### config.mk
export PLATFORM = sky130hd
export DESIGN_NAME = sram_arbiter_flat
export DESIGN_NICKNAME = d
export VERILOG_FILES = /design/src/rtl/sram_arb_pkg.sv /design/src/rtl/sram_arbiter_if.sv /design/src/rtl/sram_arb_grant.sv /design/src/rtl/sram_arbiter.sv /design/src/flat_wrapper.sv
export SDC_FILE = /design/constraint.sdc
export NUM_CORES = 1
export LEC_CHECK = 0
export CAP_MARGIN = 40
export CELL_PAD_IN_SITES_DETAIL_PLACEMENT = 2
export CELL_PAD_IN_SITES_GLOBAL_PLACEMENT = 2
export CORE_ASPECT_RATIO = 1.25
export CORE_MARGIN = 3
export CORE_UTILIZATION = 26
export DETAILED_ROUTE_END_ITERATION = 8
export PLACE_DENSITY_LB_ADDON = 0.1
export SLEW_MARGIN = 20
export SYNTH_ARGS = -nofsm -noshare
export SYNTH_HDL_FRONTEND = slang
export SYNTH_SLANG_ARGS = --single-unit
### constraint.sdc
create_clock -name Clk -period 4 [get_ports Clk]
set_input_delay 0.6 -clock Clk [delete_from_list [all_inputs] [get_ports Clk]]
set_output_delay 0.6 -clock Clk [all_outputs]
set_load 0.02 [all_outputs]
### src/rtl/sram_arb_pkg.sv
// -----------------------------------------------------------------------------
// sram_arb_pkg
//   Shared types and constants for the SRAM arbiter slice.
//   - state_t : access sequencer states (IDLE -> ACC -> DONE -> IDLE)
//   - port_t  : requester identity (PORT_A = CPU/Mem2IO, PORT_B = video fetch)
//   - req_t   : one latched access (we, addr, be, wdata)
//   - CYC_W   : width of the in-access cycle counter (covers timings up to 7)
//   - WAIT_W  : width of the starvation counter (covers MAX_WAIT up to 15)
//   The SRAM geometry is fixed here; req_t is built from these widths.
// -----------------------------------------------------------------------------
package sram_arb_pkg;

    localparam int SRAM_ADDR_W = 20;
    localparam int SRAM_DATA_W = 16;
    localparam int CYC_W       = 3;
    localparam int WAIT_W      = 4;

    typedef enum logic [1:0] {
        IDLE = 2'd0,
        ACC  = 2'd1,
        DONE = 2'd2
    } state_t;

    typedef enum logic {
        PORT_A = 1'b0,
        PORT_B = 1'b1
    } port_t;

    typedef struct packed {
        logic                   we;
        logic [SRAM_ADDR_W-1:0] addr;
        logic [1:0]             be;
        logic [SRAM_DATA_W-1:0] wdata;
    } req_t;

    // Index of the final ACC cycle for a read or a write.
    function automatic logic [CYC_W-1:0] last_cyc(input logic we,
                                                  input int   rd_cyc,
                                                  input int   wr_cyc);
        return we ? CYC_W'(wr_cyc - 1) : CYC_W'(rd_cyc - 1);
    endfunction

endpackage

### src/rtl/sram_arbiter_if.sv
// -----------------------------------------------------------------------------
// sram_arbiter_if
//   Bundles both requester ports and the SRAM pin-side bus.
//   Requester port X (X = a, b):
//     x_req, x_we, x_addr, x_be, x_wdata  requester -> arbiter
//     x_ack (one-cycle pulse), x_rdata    arbiter   -> requester
//   SRAM side:
//     sram_addr, sram_*_n strobes, sram_dq_out, sram_dq_oe  arbiter -> pins
//     sram_dq_in                                            pins    -> arbiter
//   Modports: slave = arbiter view, master = environment (requesters + SRAM).
// -----------------------------------------------------------------------------
interface sram_arbiter_if
    import sram_arb_pkg::*;
#(
    parameter int ADDR_W = SRAM_ADDR_W,
    parameter int DATA_W = SRAM_DATA_W
);

    logic              a_req;
    logic              a_we;
    logic [ADDR_W-1:0] a_addr;
    logic [1:0]        a_be;
    logic [DATA_W-1:0] a_wdata;
    logic              a_ack;
    logic [DATA_W-1:0] a_rdata;

    logic              b_req;
    logic              b_we;
    logic [ADDR_W-1:0] b_addr;
    logic [1:0]        b_be;
    logic [DATA_W-1:0] b_wdata;
    logic              b_ack;
    logic [DATA_W-1:0] b_rdata;

    logic [ADDR_W-1:0] sram_addr;
    logic              sram_ce_n;
    logic              sram_ub_n;
    logic              sram_lb_n;
    logic              sram_oe_n;
    logic              sram_we_n;
    logic [DATA_W-1:0] sram_dq_out;
    logic              sram_dq_oe;
    logic [DATA_W-1:0] sram_dq_in;

    modport slave (
        input  a_req, a_we, a_addr, a_be, a_wdata,
        output a_ack, a_rdata,
        input  b_req, b_we, b_addr, b_be, b_wdata,
        output b_ack, b_rdata,
        output sram_addr, sram_ce_n, sram_ub_n, sram_lb_n, sram_oe_n, sram_we_n,
        output sram_dq_out, sram_dq_oe,
        input  sram_dq_in
    );

    modport master (
        output a_req, a_we, a_addr, a_be, a_wdata,
        input  a_ack, a_rdata,
        output b_req, b_we, b_addr, b_be, b_wdata,
        input  b_ack, b_rdata,
        input  sram_addr, sram_ce_n, sram_ub_n, sram_lb_n, sram_oe_n, sram_we_n,
        input  sram_dq_out, sram_dq_oe,
        output sram_dq_in
    );

endinterface

### src/rtl/sram_arb_grant.sv
// -----------------------------------------------------------------------------
// sram_arb_grant
//   Grant decision for the two requesters plus the starvation counter.
//   Port B (video) wins ties until it has taken MAX_WAIT consecutive grants
//   while A was waiting; then A is forced through once.
//   Ports:
//     Clk, Reset     clock, synchronous active-low reset
//     a_req, b_req   raw requests
//     in_idle        sequencer is in IDLE and may accept a grant
//     grant_valid    a grant is made this cycle
//     grant_id       which port is granted (meaningful with grant_valid)
// -----------------------------------------------------------------------------
module sram_arb_grant
    import sram_arb_pkg::*;
#(
    parameter int MAX_WAIT = 3
) (
    input  logic  Clk,
    input  logic  Reset,
    input  logic  a_req,
    input  logic  b_req,
    input  logic  in_idle,
    output logic  grant_valid,
    output port_t grant_id
);

    logic [WAIT_W-1:0] wait_cnt;
    logic              wait_full;

    assign wait_full = (wait_cnt == WAIT_W'(MAX_WAIT));

    always_comb begin
        // NOTE: every output gets a default before any branch so no latch is inferred.
        grant_valid = in_idle && (a_req || b_req);
        grant_id    = PORT_B;
        if (a_req && (!b_req || wait_full)) begin
            grant_id = PORT_A;
        end
    end

    // Counts B grants taken while A was left waiting; any A grant restarts it.
    always_ff @(posedge Clk) begin
        // NOTE: registers use non-blocking assignments so every flop samples pre-edge values.
        if (!Reset) begin
            wait_cnt <= '0;
        end else if (grant_valid) begin
            if (grant_id == PORT_A) begin
                wait_cnt <= '0;
            end else if (a_req && !wait_full) begin
                wait_cnt <= wait_cnt + WAIT_W'(1);
            end
        end
    end

endmodule

### src/rtl/sram_arbiter.sv
// -----------------------------------------------------------------------------
// sram_arbiter
//   Sequences every access to a single shared 16-bit asynchronous SRAM on
//   behalf of two requesters (A = CPU/Mem2IO, B = video fetch, B has priority
//   subject to a starvation limit for A).
//   Access timing:
//     read : RD_CYC cycles with CE/OE low, data sampled on the last ACC edge
//     write: WR_CYC cycles, cycle 0 is address setup (WE high), WE low after
//     DONE : one cycle, strobes released, ack to the granted port; for writes
//            the data bus stays driven for hold after WE rises.
//   Ports:
//     Clk, Reset  clock, synchronous active-low reset
//     bus         sram_arbiter_if.slave: both requester ports and SRAM pins
//   All SRAM outputs are decoded from registered state only; request inputs
//   never reach the pins combinationally.
// -----------------------------------------------------------------------------
module sram_arbiter
    import sram_arb_pkg::*;
#(
    parameter int ADDR_W   = SRAM_ADDR_W,
    parameter int DATA_W   = SRAM_DATA_W,
    parameter int RD_CYC   = 2,
    parameter int WR_CYC   = 2,
    parameter int MAX_WAIT = 3
) (
    input  logic          Clk,
    input  logic          Reset,
    sram_arbiter_if.slave bus
);

    state_t            state;
    state_t            state_nxt;
    logic [CYC_W-1:0]  cyc;
    logic [CYC_W-1:0]  cyc_nxt;
    logic [CYC_W-1:0]  cyc_last;
    port_t             port_q;
    req_t              req_q;
    req_t              a_fields;
    req_t              b_fields;
    logic              grant_valid;
    port_t             grant_id;
    logic              rd_sample;
    logic [DATA_W-1:0] a_rdata_q;
    logic [DATA_W-1:0] b_rdata_q;

    // Decoded pin-side values, driven onto the interface below.
    logic              ce_n;
    logic              ub_n;
    logic              lb_n;
    logic              oe_n;
    logic              we_n;
    logic              dq_oe;
    logic [DATA_W-1:0] dq_out;
    logic [ADDR_W-1:0] addr;
    logic              a_ack;
    logic              b_ack;

    assign a_fields = '{we: bus.a_we, addr: bus.a_addr, be: bus.a_be, wdata: bus.a_wdata};
    assign b_fields = '{we: bus.b_we, addr: bus.b_addr, be: bus.b_be, wdata: bus.b_wdata};

    sram_arb_grant #(
        .MAX_WAIT (MAX_WAIT)
    ) u_grant (
        .Clk         (Clk),
        .Reset       (Reset),
        .a_req       (bus.a_req),
        .b_req       (bus.b_req),
        .in_idle     (state == IDLE),
        .grant_valid (grant_valid),
        .grant_id    (grant_id)
    );

    assign cyc_last  = last_cyc(req_q.we, RD_CYC, WR_CYC);
    assign rd_sample = (state == ACC) && !req_q.we && (cyc == cyc_last);

    // State, cycle counter, latched access and per-port read data.
    // The latched access is reset too: it feeds dq_out and addr decoding.
    always_ff @(posedge Clk) begin
        if (!Reset) begin
            state     <= IDLE;
            cyc       <= '0;
            port_q    <= PORT_A;
            req_q     <= '0;
            a_rdata_q <= '0;
            b_rdata_q <= '0;
        end else begin
            state <= state_nxt;
            cyc   <= cyc_nxt;
            if (grant_valid) begin
                port_q <= grant_id;
                req_q  <= (grant_id == PORT_A) ? a_fields : b_fields;
            end
            // Only the granted port's read data moves; the other holds.
            if (rd_sample) begin
                if (port_q == PORT_A) begin
                    a_rdata_q <= bus.sram_dq_in;
                end else begin
                    b_rdata_q <= bus.sram_dq_in;
                end
            end
        end
    end

    // Next-state and output decode.
    always_comb begin
        state_nxt = state;
        cyc_nxt   = cyc;
        ce_n      = 1'b1;
        ub_n      = 1'b1;
        lb_n      = 1'b1;
        oe_n      = 1'b1;
        we_n      = 1'b1;
        dq_oe     = 1'b0;
        dq_out    = '0;
        addr      = '0;
        a_ack     = 1'b0;
        b_ack     = 1'b0;

        unique case (state)
            IDLE: begin
                if (grant_valid) begin
                    state_nxt = ACC;
                    cyc_nxt   = '0;
                end
            end

            ACC: begin
                ce_n = 1'b0;
                ub_n = ~req_q.be[1];
                lb_n = ~req_q.be[0];
                addr = req_q.addr;
                if (req_q.we) begin
                    dq_oe  = 1'b1;
                    dq_out = req_q.wdata;
                    // Cycle 0 is address setup; WE falls only afterwards.
                    we_n   = (cyc == '0);
                end else begin
                    oe_n = 1'b0;
                end
                if (cyc == cyc_last) begin
                    state_nxt = DONE;
                    cyc_nxt   = '0;
                end else begin
                    cyc_nxt = cyc + CYC_W'(1);
                end
            end

            DONE: begin
                addr = req_q.addr;
                // Keep write data on the bus one cycle past the WE rising edge.
                if (req_q.we) begin
                    dq_oe  = 1'b1;
                    dq_out = req_q.wdata;
                end
                a_ack     = (port_q == PORT_A);
                b_ack     = (port_q == PORT_B);
                state_nxt = IDLE;
            end

            default: begin
                state_nxt = IDLE;
            end
        endcase
    end

    assign bus.sram_addr   = addr;
    assign bus.sram_ce_n   = ce_n;
    assign bus.sram_ub_n   = ub_n;
    assign bus.sram_lb_n   = lb_n;
    assign bus.sram_oe_n   = oe_n;
    assign bus.sram_we_n   = we_n;
    assign bus.sram_dq_oe  = dq_oe;
    assign bus.sram_dq_out = dq_out;
    assign bus.a_ack       = a_ack;
    assign bus.b_ack       = b_ack;
    assign bus.a_rdata     = a_rdata_q;
    assign bus.b_rdata     = b_rdata_q;

endmodule

### src/flat_wrapper.sv
// flat-port wrapper written by rule: the top's interface ports become plain ports
module sram_arbiter_flat import sram_arb_pkg::*;
#(
    parameter int ADDR_W   = SRAM_ADDR_W,
    parameter int DATA_W   = SRAM_DATA_W,
    parameter int RD_CYC   = 2,
    parameter int WR_CYC   = 2,
    parameter int MAX_WAIT = 3
)
  (Clk, Reset, bus_a_req, bus_a_we, bus_a_addr, bus_a_be, bus_a_wdata, bus_a_ack, bus_a_rdata, bus_b_req, bus_b_we, bus_b_addr, bus_b_be, bus_b_wdata, bus_b_ack, bus_b_rdata, bus_sram_addr, bus_sram_ce_n, bus_sram_ub_n, bus_sram_lb_n, bus_sram_oe_n, bus_sram_we_n, bus_sram_dq_out, bus_sram_dq_oe, bus_sram_dq_in);
  sram_arbiter_if #(.ADDR_W(ADDR_W), .DATA_W(DATA_W)) bus_i ();
  input  logic Clk;
  input  logic Reset;
  input wire logic [$bits(bus_i.a_req)-1:0] bus_a_req;
  input wire logic [$bits(bus_i.a_we)-1:0] bus_a_we;
  input wire logic [$bits(bus_i.a_addr)-1:0] bus_a_addr;
  input wire logic [$bits(bus_i.a_be)-1:0] bus_a_be;
  input wire logic [$bits(bus_i.a_wdata)-1:0] bus_a_wdata;
  output wire logic [$bits(bus_i.a_ack)-1:0] bus_a_ack;
  output wire logic [$bits(bus_i.a_rdata)-1:0] bus_a_rdata;
  input wire logic [$bits(bus_i.b_req)-1:0] bus_b_req;
  input wire logic [$bits(bus_i.b_we)-1:0] bus_b_we;
  input wire logic [$bits(bus_i.b_addr)-1:0] bus_b_addr;
  input wire logic [$bits(bus_i.b_be)-1:0] bus_b_be;
  input wire logic [$bits(bus_i.b_wdata)-1:0] bus_b_wdata;
  output wire logic [$bits(bus_i.b_ack)-1:0] bus_b_ack;
  output wire logic [$bits(bus_i.b_rdata)-1:0] bus_b_rdata;
  output wire logic [$bits(bus_i.sram_addr)-1:0] bus_sram_addr;
  output wire logic [$bits(bus_i.sram_ce_n)-1:0] bus_sram_ce_n;
  output wire logic [$bits(bus_i.sram_ub_n)-1:0] bus_sram_ub_n;
  output wire logic [$bits(bus_i.sram_lb_n)-1:0] bus_sram_lb_n;
  output wire logic [$bits(bus_i.sram_oe_n)-1:0] bus_sram_oe_n;
  output wire logic [$bits(bus_i.sram_we_n)-1:0] bus_sram_we_n;
  output wire logic [$bits(bus_i.sram_dq_out)-1:0] bus_sram_dq_out;
  output wire logic [$bits(bus_i.sram_dq_oe)-1:0] bus_sram_dq_oe;
  input wire logic [$bits(bus_i.sram_dq_in)-1:0] bus_sram_dq_in;
  assign bus_i.a_req = bus_a_req;
  assign bus_i.a_we = bus_a_we;
  assign bus_i.a_addr = bus_a_addr;
  assign bus_i.a_be = bus_a_be;
  assign bus_i.a_wdata = bus_a_wdata;
  assign bus_a_ack = bus_i.a_ack;
  assign bus_a_rdata = bus_i.a_rdata;
  assign bus_i.b_req = bus_b_req;
  assign bus_i.b_we = bus_b_we;
  assign bus_i.b_addr = bus_b_addr;
  assign bus_i.b_be = bus_b_be;
  assign bus_i.b_wdata = bus_b_wdata;
  assign bus_b_ack = bus_i.b_ack;
  assign bus_b_rdata = bus_i.b_rdata;
  assign bus_sram_addr = bus_i.sram_addr;
  assign bus_sram_ce_n = bus_i.sram_ce_n;
  assign bus_sram_ub_n = bus_i.sram_ub_n;
  assign bus_sram_lb_n = bus_i.sram_lb_n;
  assign bus_sram_oe_n = bus_i.sram_oe_n;
  assign bus_sram_we_n = bus_i.sram_we_n;
  assign bus_sram_dq_out = bus_i.sram_dq_out;
  assign bus_sram_dq_oe = bus_i.sram_dq_oe;
  assign bus_i.sram_dq_in = bus_sram_dq_in;
  sram_arbiter #(.ADDR_W(ADDR_W), .DATA_W(DATA_W), .RD_CYC(RD_CYC), .WR_CYC(WR_CYC), .MAX_WAIT(MAX_WAIT)) u_core (.Clk(Clk), .Reset(Reset), .bus(bus_i));
endmodule
After elaboration in Yosys (flattened, before gate mapping). Index checks and enable logic that the tools add are counted.

Register bits: 81. Input bits: 98. Logic and storage cells: 64. Output and inout port bits: 76.

Bitwise logic cells: 3. Reduce and logical (&&, ||, !) cells: 20. Equality and inequality tests: 6. Mux-type cells: 23. Add/sub/neg operators: 2.

Operators by type and width (number): 39-bit two-way mux (1); 16-bit two-way mux (2); 20-bit two-way mux (1); 1-bit two-way mux (11); 2-bit AND reduction (5); 4-bit two-way mux (2); 3-bit two-way mux (2); 3-bit one-hot mux with 2 select lines (1); 1-bit logical AND (5); 4-bit by 1-bit adder with 4-bit output, second input constant (1); 4-bit by 2-bit equality test with 1-bit output, second input constant (1); 2-bit two-way mux (2); 2-bit one-hot mux with 2 select lines (1); 2-bit nonzero test (2); 3-bit by 1-bit adder with 3-bit output, second input constant (1); 3-bit by 1-bit equality test with 1-bit output, second input constant (1); 1-bit logical NOT (3); 3-bit logical NOT (1); 1-bit inverter (3); 2-bit by 1-bit equality test with 1-bit output, second input constant (1); 2-bit equality test, second input constant (1); 2-bit logical NOT (1); 1-bit logical OR (2); 2-bit by 1-bit != test with 1-bit output, second input constant (1); other kinds (2) (2).

Longest topological paths before layout. Gate-level depths: netlist of the first run.

Depth in word-level cells: 5. Mapped depth: 8. Mapped depth without buffers: 5.

By module. From an unflattened synthesis of the first run, not the netlist that was laid out.

Cells, all modules: 411. Area, all modules: 3776.1 um2.

Modules (own cells, without submodules): sram_arbiter (sequential area each 1541.5 um2, times used 1, cells each 384, area an instance 3543.4 um2); sram_arb_grant (sequential area each 80.1 um2, times used 1, cells each 27, area an instance 232.7 um2).

Least setup slack after synthesis of the first run. OpenSTA, ideal clock, no wires.

Kind: register -> output. From: register u_core.state[0]. To: output port bus_sram_dq_out[10]. Data required time: 3400 ps. Cell stages (with the launch flop): 5. Path slack: 2131 ps. Data arrival time: 1269 ps. Path through: dfxtp_1 > inv_1 > ha_1 > clkbuf_1 > and3_1.

Cells in the longest elaborated chain, start to end: 3. Elaborated cells between the ends (all ways): 4.

RTL lines: from (decl) (RTL line sram_arbiter.sv:31) `state_t state;`; from (signal assigned) (RTL line sram_arbiter.sv:87) `state <= state_nxt;`; 2-bit equality test or 2-bit by 1-bit equality test with 1-bit output (tied branches) (RTL line sram_arbiter.sv:119) `unique case (state)`; 2-bit OR reduction (no line) *; 16-bit two-way mux *; to (decl) (RTL line flat_wrapper.sv:34) `output wire logic [$bits(bus_i.sram_dq_out)-1:0] bus_sram_dq_out;`.

Mark *: on every way between the ends. The rest lies on a longest branch, timed or not.

Worst setup path in the final report of the first run.
From: register u_core.state[0]. To: output port bus_sram_dq_out[5].

Same word-level chain as after synthesis.

==> results of run 1 <==
## flip-flops by register name (all words and copies together), names as in the netlist
signal                   cells
u_core.req_q                39
u_core.bus.a_rdata          16
u_core.bus.b_rdata          16
u_core.u_grant.wait_cnt      4
u_core.cyc                   3
u_core.state                 2
u_core.port_q                1
## area by class of cell
cell class / count / area share [%]
Clock buffer: 10 / 3.78
Timing Repair Buffer: 184 / 29.9
Tap cell: 208 / 4.12
Inverter: 5 / 0.297
Sequential cell: 81 / 25.7
Multi-Input combinational cell: 330 / 35.5
Clock inverter: 6 / 0.792
## synthesized netlist by cell type
master / count
dfxtp_1: 81
o21a_1: 1
ha_1: 5
nor3_4: 1
or4b_2: 1
buf_12: 1
o311ai_0: 1
nand3_1: 4
o21bai_1: 1
and3_1: 16
or3b_4: 1
buf_1: 1
nand2_1: 56
buf_6: 1
or3_2: 1
clkbuf_8: 2
nor3_1: 39
o21ai_0: 44
a21oi_1: 6
inv_1: 5
nand4bb_1: 2
and4b_1: 40
nand2b_1: 2
o311a_1: 1
a21boi_0: 1
a211oi_1: 40
nor2b_1: 2
mux2i_1: 33
o31ai_1: 1
and2_1: 22
nor3b_1: 2
o221a_2: 1
a221oi_1: 1
buf_4: 2
nor2_1: 2
or3_1: 3
clkbuf_1: 43
## worst min-delay path by stage
stage               slack (ns)                       start                          to
floorplan                 0.45  u_core.u_grant.wait_cnt[1]  u_core.u_grant.wait_cnt[1]
global placement          0.44      u_core.bus.a_rdata[14]      u_core.bus.a_rdata[14]
detailed placement        0.46      u_core.bus.b_rdata[13]      u_core.bus.b_rdata[13]
CTS                       0.47       u_core.bus.a_rdata[4]       u_core.bus.a_rdata[4]
global route              0.49       u_core.bus.a_rdata[2]       u_core.bus.a_rdata[2]
finish                    0.46       u_core.bus.a_rdata[4]       u_core.bus.a_rdata[4]
## power by group
group          leakage (nW)  switching, mW  total (mW)  internal, mW
combinational          1.65          0.748        1.29         0.540
clock                 0.136          0.364       0.808         0.444
sequential            0.664         0.0977        1.06         0.958
## stage by stage
| step | util [%] | instances |
|---|---|---|
| 6_report | 41.5 | 824 |
| 5_1_grt | 41.5 | 824 |
| 4_1_cts | 41.5 | 823 |
| 3_5_place_dp | 39.6 | 807 |
| 3_3_place_gp | 39.0 | 803 |
| 2_1_floorplan | - | 466 |
## kinds of logic (layout without fill, tap and decap cells)
group	after synthesis	after routing	share of synthesized area, %
muxes	33	33	8.08
adders and majority gates	5	5	1.53
DFF	81	81	39.7
buffers and inverters	55	205	6.30
AOI/OAI and AO/OA	98	98	15.1
and+or+nand+nor	194	194	29.3
## worst max-delay path: stages (launching register included)
cell             delay [ns]
dfxtp_1                0.36
inv_1                  0.10
ha_1                   0.74
buf_4                  0.32
and3_1                 0.19
clkdlybuf4s50_1        0.61
## routing by layer
metal | track usage (%) | up-vias | wire length (microns)
li1 | - | 1992 | -
met1 | 20.0 | 2041 | 6380
met2 | 31.2 | 122 | 7710
met3 | 5.93 | 20 | 1090
met4 | 6.33 | 2 | 336
met5 | 0 | - | 13
==> metrics.txt, run 1 <==
IO buf count=173; Mapped Avg Cell Area=8.77 sq um; synth warn=0; Crit. End Element=primary output; most frequent cells in the layout=172 x clkdlybuf4s50_1, 81 x dfxtp_1, 56 x nand2_1; distinct cell type count after synthesis=37; Final setup viols=0; drt pass-1 iters=4; clock latency on the worst-skew pair=0.35 ns; Worst Setup SP=u_core.state[0]; capture point of the worst reg-to-reg path=u_core.req_q[36]; dominant cell type by area after synthesis=dfxtp_1; first-pass GRT wire length=24600 microns; most common cell after layout, fill and taps aside=clkdlybuf4s50_1; share of the synthesized area in the top cell type=39.7%; Setup Skew=0.0106 ns; Hold Vio Cnt, Final=0; final WL=15500 microns; Die Y=146 microns; number of diodes=0; multi-input combinational cell area=0.00224 sq mm; die width=118 microns; setup bufs post-CTS=0; Post-Place Worst Slack=1.02 ns; Final Cell Area=0.00632 sq mm; CTS clk-pin slew, worst paths=0.06 ns; Die ar.=0.0173 sq mm; Post-route DRC=0; Vias/cell=5.07; total number of vias=4177; Max-slew headroom=50.0%; GRT Total Usage=17.8%; fillcell total=1689; post-cts resize count=0; post-layout min period=3.28 ns; critical path type=register to primary output; Hold WS=0.460 ns; worst min path class=register to register; nets=714; Cell Pwr Density=499 mW/mm^2; #FFs+latches synth=81; Least-Margin Pin Slew=0.750 ns; Reg2Reg Setup Slack=1.51 ns; Mapped Area=0.00409 sq mm; overall power=3.15 mW; Startpoint Class=register; root buffer cell=clkbuf_16; Syn Inst Count=466; Max Root-Sink Buffers=2; starting density of the core=26.9%; clock buffer count from CTS=9; GP Congestion=0.736; Worst Path Arrival=2.68 ns; TNS Setup=0 ns; Area Overhead vs Synth=54.5%; share of cells above drive strength 1=5.84%; R2R Path Start=u_core.state[0]; register area share after synthesis=39.7%; Max Clock Freq=305 MHz; GR Overflow Total=0; drt first-iter violations=179; CTS H-tree depth=3; initial antenna violation count=1; Leakage=2.45 nW; WP data required=3.40 ns; max-cap violations=0; row cnt=50; FF/Latch Area=0.00162 sq mm; per-cell routed wire length=18.8 microns; outcome=finished, final reports clean; final worst setup slack=0.718 ns; vias in the first global route=4577; IO Pins=174; worst IR drop on VDD=217 uV; Post-DP Area=0.00602 sq mm; CTS Hold Buffers Added=0; DP Wirelength=11100 microns; clk sinks=81; largest net degree at the start of global routing=53; Reg2Reg Depth=6; RSZ-0062 raised after global routing=no; hold path cells=2; Area contributors post-synth=dfxtp_1 40%, and4b_1 9.8%, mux2i_1 8.1%, a211oi_1 7.3%, o21ai_0 5.4%; final period utilization=82.0%; core area=0.0152 sq mm; syn_nets=569; Slew Limit Fails=0; end of the critical path=bus_sram_dq_out[5]; remaining antenna violation count=0; TritonCTS clock tree=yes; Crit Path Max Fanout=25
Power figures use the tool's default switching activity.
==> run 2, diff against run 1 <==
--- a/config.mk
+++ b/config.mk
@@ -10,7 +10,7 @@
 export CELL_PAD_IN_SITES_GLOBAL_PLACEMENT = 2
 export CORE_ASPECT_RATIO = 1.25
 export CORE_MARGIN = 3
-export CORE_UTILIZATION = 26
+export CORE_UTILIZATION = 22
 export DETAILED_ROUTE_END_ITERATION = 8
 export PLACE_DENSITY_LB_ADDON = 0.1
 export SLEW_MARGIN = 20
==> constraint.sdc (replaced) <==
create_clock -name Clk -period 3 [get_ports Clk]
set_input_delay 0.45 -clock Clk [delete_from_list [all_inputs] [get_ports Clk]]
set_output_delay 0.45 -clock Clk [all_outputs]
set_load 0.02 [all_outputs]
==> metrics.txt, run 2 (synthesis results as in run 1) <==
outcome=finished, final reports clean (unchanged); Hold WS=0.462 ns (was 0.460 ns); vias in the first global route=4665 (was 4577); Crit. End Element=primary output (unchanged); Net Switching=1.64 mW (was 1.21 mW); share of cells above drive strength 1=6.90% (was 5.84%); clk sinks=81 (unchanged); Least-Margin Pin Slew=0.590 ns (was 0.750 ns); Setup Skew=0.00743 ns (was 0.0106 ns); root buffer cell=clkbuf_16 (unchanged); Startpoint Class=register (unchanged); RSZ-0062 raised after global routing=no (unchanged); drt pass-1 iters=4 (unchanged); die width=128 microns (was 118 microns); overall power=4.47 mW (was 3.15 mW); Max-slew headroom=60.5% (was 50.0%); most frequent cells in the layout=172 x clkdlybuf4s50_1, 81 x dfxtp_1, 56 x nand2_1 (unchanged); per-cell routed wire length=19.7 microns (was 18.8 microns); post-cts resize count=0 (unchanged); WP buf/inv=3 (unchanged); final period utilization=88.8%; Comb pwr share=39.8% (was 40.9%); CP max stage delay=0.62 ns (was 0.74 ns); IO Pins=174 (unchanged); remaining antenna violation count=0 (unchanged); initial antenna violation count=0 (was 1); Area Overhead vs Synth=56.3% (was 54.5%); setup bufs post-CTS=0 (unchanged); Reg2Reg Depth=6 (unchanged); core area=0.0182 sq mm (was 0.0152 sq mm); DP Wirelength=12100 microns (was 11100 microns); crit path cell chain=inv_1, ha_1, buf_4, and3_1, clkdlybuf4s50_1 (unchanged); Switching Share=36.8% (was 38.4%); placed cell count=835 (was 807); CTS H-tree depth=3 (unchanged); IO buf count=173 (unchanged); most common cell after layout, fill and taps aside=clkdlybuf4s50_1 (unchanged); drt first-iter violations=112 (was 179); CTS Hold Buffers Added=0 (unchanged); Max Root-Sink Buffers=2 (unchanged); Post-Place Worst Slack=0.489 ns (was 1.02 ns); final core occ=35.2% (was 41.5%); CTS clk-pin slew, worst paths=0.06 ns (about the same); delay-heaviest family, CP=buffers and inverters (unchanged); worst IR drop on VDD=274 uV (was 217 uV); post-layout min period=2.67 ns; Die Y=158 microns (was 146 microns); row cnt=55 (was 50); nets=721 (was 714); part of the power in registers=31.0% (was 33.5%); Final setup viols=0 (unchanged); final WL=16800 microns (was 15500 microns); worst min path class=register to register (unchanged); Leakage=2.49 nW (was 2.45 nW); starting density of the core=22.5% (was 26.9%); GR Overflow Total=0 (unchanged); TNS Setup=0 ns (unchanged); critical path type=register to primary output (unchanged); Slew Limit Fails=0 (unchanged); Final Cell Area=0.00639 sq mm (was 0.00632 sq mm); Critical-path top delay cell=clkdlybuf4s50_1 (was ha_1); Hold Vio Cnt, Final=0 (unchanged); hold path cells=2 (unchanged); Reg2Reg Setup Slack=0.81 ns (was 1.51 ns); final worst setup slack=0.335 ns (was 0.718 ns); Crit Path Max Fanout=21 (was 25); final non-filler cell total=851 (was 824); TritonCTS clock tree=yes (unchanged); Cell Pwr Density=699 mW/mm^2 (was 499 mW/mm^2); Clock power frac=29.2% (was 25.6%); number of diodes=0 (unchanged); largest net degree at the start of global routing=40 (was 53); total number of vias=4187 (was 4177); Worst Path Arrival=2.22 ns (was 2.68 ns); Max Clock Freq=375 MHz; fillcell total=2065 (was 1689); WP data required=2.55 ns (was 3.40 ns); Biggest register=u_core.req_q (unchanged); P_int=2.82 mW (was 1.94 mW); clock latency on the worst-skew pair=0.34 ns (was 0.35 ns); Post-DP Area=0.00605 sq mm (was 0.00602 sq mm); Post-route DRC=0 (unchanged); Vias/cell=4.92 (was 5.07); first-pass GRT wire length=26100 microns (was 24600 microns); max FFs per register=39 (unchanged); GP Congestion=0.747 (was 0.736); max-cap violations=0 (unchanged); Die ar.=0.0203 sq mm (was 0.0173 sq mm); GRT Total Usage=16.4% (was 17.8%); Levels on crit path=5 (unchanged); clock buffer count from CTS=9 (unchanged)
run 2: final timing paths:
path,startpoint,endpoint
worst max-delay path,u_core.state[0],bus_sram_dq_out[4]
worst min-delay path,u_core.bus.a_rdata[11],u_core.bus.a_rdata[11]
worst max register to register,u_core.state[1],u_core.bus.b_rdata[8]
worst min register to register,u_core.bus.a_rdata[11],u_core.bus.a_rdata[11]
run 2: final cells by class:
type	count	area, sq um	area share (%)
multi-input combinational	330	2240	35.0
timing repair buffer	191	1880	29.4
sequential	81	1620	25.4
tap	228	285	4.46
clock buffer	9	225	3.52
clock inverter	7	119	1.86
inverter	5	18.8	0.294
run 2: per-layer routing:
metal	up-vias	track usage, %	wire (microns)
met3	14	4.56	1130
met4	0	5.21	254
met1	2038	19.4	7090
li1	2007	-	-
met5	-	0	0
met2	128	28.7	8300
run 2: tightest hold or removal path: cells and delay by family (launching register included):
family	cells	cell delay [ns]
flip-flops	1	0.31
multiplexers	1	0.05
AND/OR/NAND/NOR	1	0.05
run 2: power by group through the flow:
stage          registers (mW)  logic (mW)  clock network (mW)
4_1_cts                  1.39        1.83                1.34
5_1_grt                  1.41        1.97                1.38
2_1_floorplan            1.38       0.957                   0
6_report                 1.38        1.78                1.30
3_3_place_gp             1.40        1.78                   0
3_5_place_dp             1.41        1.82                   0
